===== src/rtl/axis_arb_mux_rr_pkg.sv =====
// axis_arb_mux_rr_pkg: arbiter FSM encoding and the clog2 used to size grant indices
package axis_arb_mux_rr_pkg;
  typedef enum logic {IDLE = 1'b0, ACTIVE = 1'b1} state_t;
  function automatic int clog2(input int n);
    int r;
    r = 0;
    for (int i = 0; i < 31; i++) if ((1 << i) < n) r = i + 1;
    return r;
  endfunction
endpackage


===== src/rtl/axis_arb_mux_rr_select.sv =====
// rr_priority_select: combinational round-robin pick of the first requester after last_i (one-hot and index)
module rr_priority_select
  import axis_arb_mux_rr_pkg::*;
#(
  parameter int PORTS = 4,
  localparam int GW = clog2(PORTS)
) (
  input  logic [PORTS-1:0] req_i,
  input  logic [GW-1:0]    last_i,
  output logic             valid_o,
  output logic [PORTS-1:0] onehot_o,
  output logic [GW-1:0]    idx_o
);
  logic [GW-1:0] p;
  always_comb begin
    p = '0;
    idx_o = '0;
    valid_o = 1'b0;
    for (int k = 1; k <= PORTS; k++) begin
      p = GW'((int'(last_i) + k) % PORTS);
      if (!valid_o && req_i[p]) begin
        valid_o = 1'b1;
        idx_o = p;
      end
    end
    onehot_o = valid_o ? PORTS'(1) << idx_o : '0;
  end
endmodule


===== src/rtl/axis_arb_mux_rr.sv =====
// axis_arb_mux_rr: packet-aware round-robin AXI-Stream mux with a registered 2-entry skid output
module axis_arb_mux_rr
  import axis_arb_mux_rr_pkg::*;
#(
  parameter int PORTS = 4,
  parameter int DATA_WIDTH = 8
) (
  input  logic                        clk,
  input  logic                        rst,
  input  logic [PORTS*DATA_WIDTH-1:0] input_axis_tdata,
  input  logic [PORTS-1:0]            input_axis_tvalid,
  output logic [PORTS-1:0]            input_axis_tready,
  input  logic [PORTS-1:0]            input_axis_tlast,
  input  logic [PORTS-1:0]            input_axis_tuser,
  output logic [DATA_WIDTH-1:0]       output_axis_tdata,
  output logic                        output_axis_tvalid,
  input  logic                        output_axis_tready,
  output logic                        output_axis_tlast,
  output logic                        output_axis_tuser
);
  localparam int GW = clog2(PORTS);
  state_t state_q, state_d;
  logic [GW-1:0] grant_q, grant_d, last_q, last_d, sel_idx;
  logic [PORTS-1:0] grant_oh_q, grant_oh_d, sel_oh;
  logic sel_valid, in_xfer;
  logic ready_int_q, ready_int_d;
  logic out_valid_q, out_valid_d, temp_valid_q, temp_valid_d;
  logic [DATA_WIDTH+1:0] out_q, out_d, temp_q, temp_d, in_beat;
  rr_priority_select #(.PORTS(PORTS)) u_sel (
    .req_i   (input_axis_tvalid),
    .last_i  (last_q),
    .valid_o (sel_valid),
    .onehot_o(sel_oh),
    .idx_o   (sel_idx)
  );
  assign in_beat = {input_axis_tdata[int'(grant_q)*DATA_WIDTH +: DATA_WIDTH], input_axis_tlast[grant_q],
                    input_axis_tuser[grant_q]};
  assign in_xfer = (state_q == ACTIVE) && input_axis_tvalid[grant_q] && ready_int_q;
  assign input_axis_tready = (state_q == ACTIVE && ready_int_q) ? grant_oh_q : '0;
  assign output_axis_tvalid = out_valid_q;
  assign {output_axis_tdata, output_axis_tlast, output_axis_tuser} = out_q;
  always_comb begin
    state_d = state_q;
    grant_d = grant_q;
    grant_oh_d = grant_oh_q;
    last_d = last_q;
    if (state_q == IDLE && sel_valid) begin
      state_d = ACTIVE;
      grant_d = sel_idx;
      grant_oh_d = sel_oh;
      last_d = sel_idx;
    end else if (in_xfer && in_beat[1]) begin
      state_d = IDLE;
    end
  end
  // ready for next cycle is decided now, so the temp slot always has room for a beat accepted this cycle
  always_comb begin
    out_valid_d = out_valid_q;
    temp_valid_d = temp_valid_q;
    out_d = out_q;
    temp_d = temp_q;
    ready_int_d = output_axis_tready | (~temp_valid_q & (~out_valid_q | ~in_xfer));
    if (ready_int_q && (output_axis_tready || !out_valid_q)) begin
      out_valid_d = in_xfer;
      out_d = in_beat;
    end else if (ready_int_q) begin
      temp_valid_d = in_xfer;
      temp_d = in_beat;
    end else if (output_axis_tready) begin
      out_valid_d = temp_valid_q;
      temp_valid_d = 1'b0;
      out_d = temp_q;
    end
  end
  always_ff @(posedge clk or posedge rst) begin
    if (rst) begin
      state_q <= IDLE;
      grant_q <= '0;
      grant_oh_q <= PORTS'(1);
      last_q <= GW'(PORTS - 1);
      ready_int_q <= 1'b0;
      out_valid_q <= 1'b0;
      temp_valid_q <= 1'b0;
      out_q <= '0;
      temp_q <= '0;
    end else begin
      state_q <= state_d;
      grant_q <= grant_d;
      grant_oh_q <= grant_oh_d;
      last_q <= last_d;
      ready_int_q <= ready_int_d;
      out_valid_q <= out_valid_d;
      temp_valid_q <= temp_valid_d;
      out_q <= out_d;
      temp_q <= temp_d;
    end
  end
endmodule


===== config.mk =====
export PLATFORM = sky130hd
export DESIGN_NAME = axis_arb_mux_rr
export DESIGN_NICKNAME = d
export VERILOG_FILES = /design/src/rtl/axis_arb_mux_rr_pkg.sv /design/src/rtl/axis_arb_mux_rr_select.sv /design/src/rtl/axis_arb_mux_rr.sv
export SDC_FILE = /design/constraint.sdc
export NUM_CORES = 1
export LEC_CHECK = 0
export BUFFER_PORTS_ARGS = -buffer_cell sky130_fd_sc_hd__buf_2
export CAP_MARGIN = 5
export CORE_MARGIN = 3
export CORE_UTILIZATION = 33
export CTS_CLUSTER_SIZE = 25
export DETAILED_ROUTE_END_ITERATION = 10
export HOLD_SLACK_MARGIN = 0.12
export PLACE_DENSITY_LB_ADDON = 0.05
export SLEW_MARGIN = 20
export SYNTH_ARGS = -nofsm -noshare
export SYNTH_HDL_FRONTEND = slang
export SYNTH_SLANG_ARGS = --single-unit

===== constraint.sdc =====
create_clock -name clk -period 1.72 [get_ports clk]
set_input_delay 0.086 -clock clk [delete_from_list [all_inputs] [get_ports clk]]
set_output_delay 0.086 -clock clk [all_outputs]
set_load 0.1 [all_outputs]

## Yosys cells after proc, flatten, opt, wreduce, memory -nomap -nowiden

Cells that the tools add are included.

- Register bits: 32
- Logic and storage cells: 83
- Input bits: 47
- Output and inout port bits: 15

- Reduce and logical (&&, ||, !) cells: 20
- Add/subtract/negate cells: 4
- Equal/unequal tests: 1
- $lt $le $gt $ge: 5
- Multiplexer cells: 34
- Bitwise gates (word level): 8
- Shift-type cells: 2

Operators with widths:

| operator | number |
|---|---|
| 32-bit by 6-bit indexed part select with 8-bit output | 1 |
| 10-bit 2-to-1 mux | 3 |
| 1-bit 2-to-1 mux | 18 |
| 2-bit by 3-bit < comparator with 1-bit output, second input constant | 5 |
| 1-bit binary-select mux with 2-bit select | 7 |
| 1-bit logical AND | 9 |
| 2-bit 2-to-1 mux | 4 |
| 4-bit 2-to-1 mux | 2 |
| 2-bit AND reduction | 3 |
| 2-bit nonzero test | 3 |
| 1-bit NOT | 5 |
| 2-bit by 1-bit adder with 2-bit output, second input constant | 2 |
| 2-bit adder, second input constant | 2 |
| 1-bit logical NOT | 4 |
| 1-bit by 2-bit left shift with 4-bit output, first input constant | 1 |
| 2-bit by 1-bit != test with 1-bit output, second input constant | 1 |
| 1-bit bitwise OR | 2 |
| 1-bit bitwise AND | 1 |
| 1-bit logical OR | 1 |

## Logic depth before layout (Yosys ltp)

- Word-level depth: 15
- Depth in mapped cells: 5
- Gate-level depth less buffers: 4

## Hierarchy

From an unflattened synthesis, not the netlist that was laid out.

- Cell total of the unflattened synthesis: 174
- Area total of the unflattened synthesis: 1,869.3 sq um

Modules (own cells, without submodules):

| module | sequential area each (sq um) | instances | cells each | area each (sq um) |
|---|---|---|---|---|
| axis_arb_mux_rr | 804.5 | 1 | 144 | 1,667.8 |
| rr_priority_select | 0.0 | 1 | 30 | 201.4 |

## Worst setup path after synthesis

No wires, ideal clock.

- Path type: flip-flop to flip-flop
- Start: register out_valid_q, in the netlist output_axis_tvalid
- End: register temp_q[0]
- Period minus slack after synthesis: 1,890 ps
- Arrival: 1,765 ps
- Path buffers: 1
- Setup slack: -170 ps
- Cell stages (with the launch flop): 5
- Data required time: 1,595 ps
- Library setup time: 125 ps
- Cell sequence: dfrtp_1 -> nor2b_1 -> nand2_1 -> buf_2 -> mux2_2

- Longest elaborated chain between the ends: 5

RTL lines:

| item | RTL line | text |
|---|---|---|
| start, declared | axis_arb_mux_rr.sv:27 | `logic out_valid_q, out_valid_d, temp_valid_q, temp_valid_d;` |
| start signal, assigned | axis_arb_mux_rr.sv:92 | `out_valid_q <= out_valid_d;` |
| 1-bit logical NOT | axis_arb_mux_rr.sv:63 | `if (ready_int_q && (output_axis_tready \|\| !out_valid_q)) begin` |
| 1-bit logical OR | axis_arb_mux_rr.sv:63 |  |
| 1-bit logical AND | axis_arb_mux_rr.sv:63 |  |
| 1-bit NOT (no source line) | -- |  |
| 2-bit AND reduction (no source line) | -- |  |
| end signal, assigned | axis_arb_mux_rr.sv:95 | `temp_q <= temp_d;` |
| end, declared | axis_arb_mux_rr.sv:28 | `logic [DATA_WIDTH+1:0] out_q, out_d, temp_q, temp_d, in_beat;` |

No other way between the ends.
A chain may end at the register's enable or synchronous reset.

## Final worst setup path

- Start: register grant_q[1]
- End: register out_valid_q, in the netlist output_axis_tvalid

- Longest elaborated chain between the ends: 5

RTL lines:

| item | RTL line | text |
|---|---|---|
| start, declared | axis_arb_mux_rr.sv:23 | `logic [GW-1:0] grant_q, grant_d, last_q, last_d, sel_idx;` |
| start signal, assigned | axis_arb_mux_rr.sv:88 | `grant_q <= grant_d;` |
| 1-bit binary-select mux with 2-bit select | axis_arb_mux_rr.sv:38 | `assign in_xfer = (state_q == ACTIVE) && input_axis_tvalid[grant_q] && ready_int_q;` |
| 1-bit 2-to-1 mux (not written as such) | axis_arb_mux_rr.sv:38 |  |
| 1-bit logical AND (2 in a row) | axis_arb_mux_rr.sv:38 |  |
| 1-bit 2-to-1 mux | axis_arb_mux_rr.sv:63 |  |

No other way between the ends. The select of a mux whose other input is x is not followed.

==> summary.md <==
| Metric | Value |
|---|---|
| TritonCTS clock tree | `built` |
| Fin crit share | `89.7%` |
| Multi-input logic area | `896 um2` |
| Die height | `79.0 um` |
| Initial Util | `35.6%` |
| Skew-Pair Late Insertion Delay | `0.28 ns` |
| Layout Utilization | `48.1%` |
| Clock skew | `0.00368 ns` |
| Reg area | `806 um2` |
| Sequential area share after synthesis | `45.8%` |
| Worst slew pin tran | `0.639 ns` |
| Remaining DRCs | `0` |
| GRT Util Overall | `15.6%` |
| Cts repair resizes | `0` |
| Net Sw Frac | `49.9%` |
| Mapped Area | `0.00176 mm2` |
| Worst min path class | `input pin to register` |
| Status | `completed` |
| Critical path class | `register to register` |
| TNS Setup | `0 ns` |
| Final worst slack | `0.177 ns` |
| Asr flop ratio synth | `100%` |
| Bufs on Longest Clock Path | `2` |
| Worst VDD drop | `1110 uV` |
| Pre-CTS setup slack | `0.176 ns` |
| Gr ovfl total | `0` |
| Num CTS Buffers | `5` |
| Gate power share | `61.2%` |
| IO Port Bufs | `61` |
| Die width | `79.0 um` |
| Worst Setup Start Kind | `register` |
| Core ar. | `0.00494 mm2` |
| Yosys warns | `0` |
| Mean routed wirelength per cell | `15.2 um` |
| Root Buffer | `clkbuf_8` |
| Mapped Avg Cell Area | `10.8 um2` |
| IO Pins | `62` |
| Setup crit end kind | `register` |
| Syn nets | `210` |
| Fin. Hold Viols | `0` |
| Data required, critical path | `1.88 ns` |
| Via count | `1549` |
| Arr. time, crit path | `1.70 ns` |
| Synth Flop Type | `dfrtp_1` |
| Vias in the first global route | `1499` |
| WL final | `4600 um` |
| Clk pwr share | `11.6%` |
| Initial antenna violation count | `0` |
| Clk slew on worst S/H paths | `0.07 ns` |
| GP Congestion | `0.769` |
| Post CTS Setup Buffer Count | `0` |
| H-tree depth | `2` |
| Post-CTS Hold Buffers | `1` |
| Die ar. | `0.00624 mm2` |
| Cells after Synth | `163` |
| Max Cap Violations | `0` |
| Slew Limit Fails | `0` |
| Yosys reg bits | `32` |
| Commonest non-fill, non-tap cell in the layout | `buf_2` |
| Final setup viols | `0` |
| Pin count of the biggest net entering global routing | `23` |
| Post-synth top area share | `41.3%` |
| Commonest non-fill, non-tap cells in the layout | `57 x buf_2, 28 x dfrtp_1, 26 x nand2_1` |
| Via density | `5.11` |
| Post-synth top area cell | `dfrtp_1` |
| ANT nets after route | `0` |
| RSZ-0062 raised after global routing | `no` |
| P_sw | `2.55 mW` |
| Fmax | `648 MHz` |
| Nets | `282` |
| Layout cells sized above 1 | `45.3%` |
| First-pass GRT wire length | `7510 um` |
| TritonRoute pass-1 iters | `4` |
| Post-synth EDFFs | `0` |
| Row cnt | `25` |
| Seq pwr share | `27.2%` |
| Synth area leaders | `dfrtp_1 41%, mux4_2 14%, mux2_2 6.4%, nand2_1 5.6%, dfstp_2 4.5%` |
| Area grow syn2layout | `35.1%` |
| Relative max-transition margin | `57.4%` |
| CTS sink cnt | `32` |
| Min Tclk post-route | `1.54 ns` |
| FILL cells | `517` |
| Starting DRT DRC Count | `78` |
| Power density cells | `2150 mW/mm2` |
| Total Power | `5.11 mW` |
| Pint | `2.56 mW` |
| # diodes | `0` |
| Leak | `1.09 nW` |
| CP Max Fanout | `2` |
| Hpwl dp | `3500 um` |
| Distinct cell type count after synthesis | `33` |
[per-layer routing]
metal,wire (um),vias to the layer above,track usage [%]
li1,-,734,-
met1,2020,753,20.9
met2,2230,55,25.0
met3,283,7,4.31
met4,59,0,3.61
met5,0,-,0
[logic make-up (layout without fill, tap and decap cells)]
family,count (synthesis),after routing,share of synthesized area (%)
buffers and inverters,13,86,3.27
flip-flops,32,32,45.8
AO/OA/AOI/OAI,33,33,12.2
AND/OR/NAND/NOR,63,63,17.7
multiplexers,22,22,21.1
[worst paths after layout]
path / start / to / slack [ns] / cells past startpoint
setup / recovery: grant_q[1] / output_axis_tvalid / 0.18 / 3
hold / removal: output_axis_tready / out_q[8] / 0.19 / 4
setup reg to reg: grant_q[1] / output_axis_tvalid / 0.18 / 3
hold reg to reg: grant_oh_q[3] / grant_oh_q[3] / 0.48 / 2
max in group asynchronous: rst / temp_q[5] / 0.70 / 4
min in group asynchronous: rst / grant_oh_q[3] / 0.44 / 3
[flip-flops by register name, summed over array words and instances, names as in the netlist]
name,cells
grant_oh_q,4
grant_q,2
last_q,2
out_q,10
output_axis_tvalid,1
ready_int_q,1
state_q,1
temp_q,10
temp_valid_q,1
[final cells by class]
| cell class | count | share of cell area, % |
|---|---|---|
| multi-input cells | 118 | 37.7 |
| flip-flops and latches | 32 | 33.9 |
| repair buffers | 75 | 20.4 |
| well taps | 67 | 3.53 |
| clock buffers | 6 | 3.48 |
| inverters | 3 | 0.474 |
| clock inverters | 2 | 0.421 |
[power groups by stage]
stage          logic [mW]  registers [mW]  clock network, mW
2_1_floorplan        1.46            2.28                  0
3_3_place_gp         3.11            1.38                  0
3_5_place_dp         3.15            1.40                  0
4_1_cts              3.16            1.39              0.618
5_1_grt              3.33            1.45              0.658
6_report             3.13            1.39              0.592
[metrics by stage]
stage | area (um2) | hold slack (ns) | cells
finish | 2370 | 0.189 | 303
CTS | 2370 | 0.189 | 303
floorplan | 1760 | 0.200 | 163
detailed placement | 2270 | 0.192 | 294
global placement | 2270 | 0.199 | 294
global route | 2370 | 0.230 | 303
[cells in the mapped netlist, types with 2 or more instances]
cell      count
dfstp_2       3
nand2b_1      3
nor2_1        8
a22o_1        2
a21oi_1      12
clkbuf_1      4
inv_1         3
o211ai_1      9
o21ai_1       4
mux4_2       11
buf_2         4
nand2_1      26
and3_1        5
dfrtp_1      29
mux2_2       10
nor2b_1      12
or2_1         2
[critical path, stage by stage, from the launching register on]
cell and delay, ns:
dfrtp_1 0.37, mux4_2 0.52, and3_1 0.21, or3_1 0.33
(Power assumes the default switching activity.)
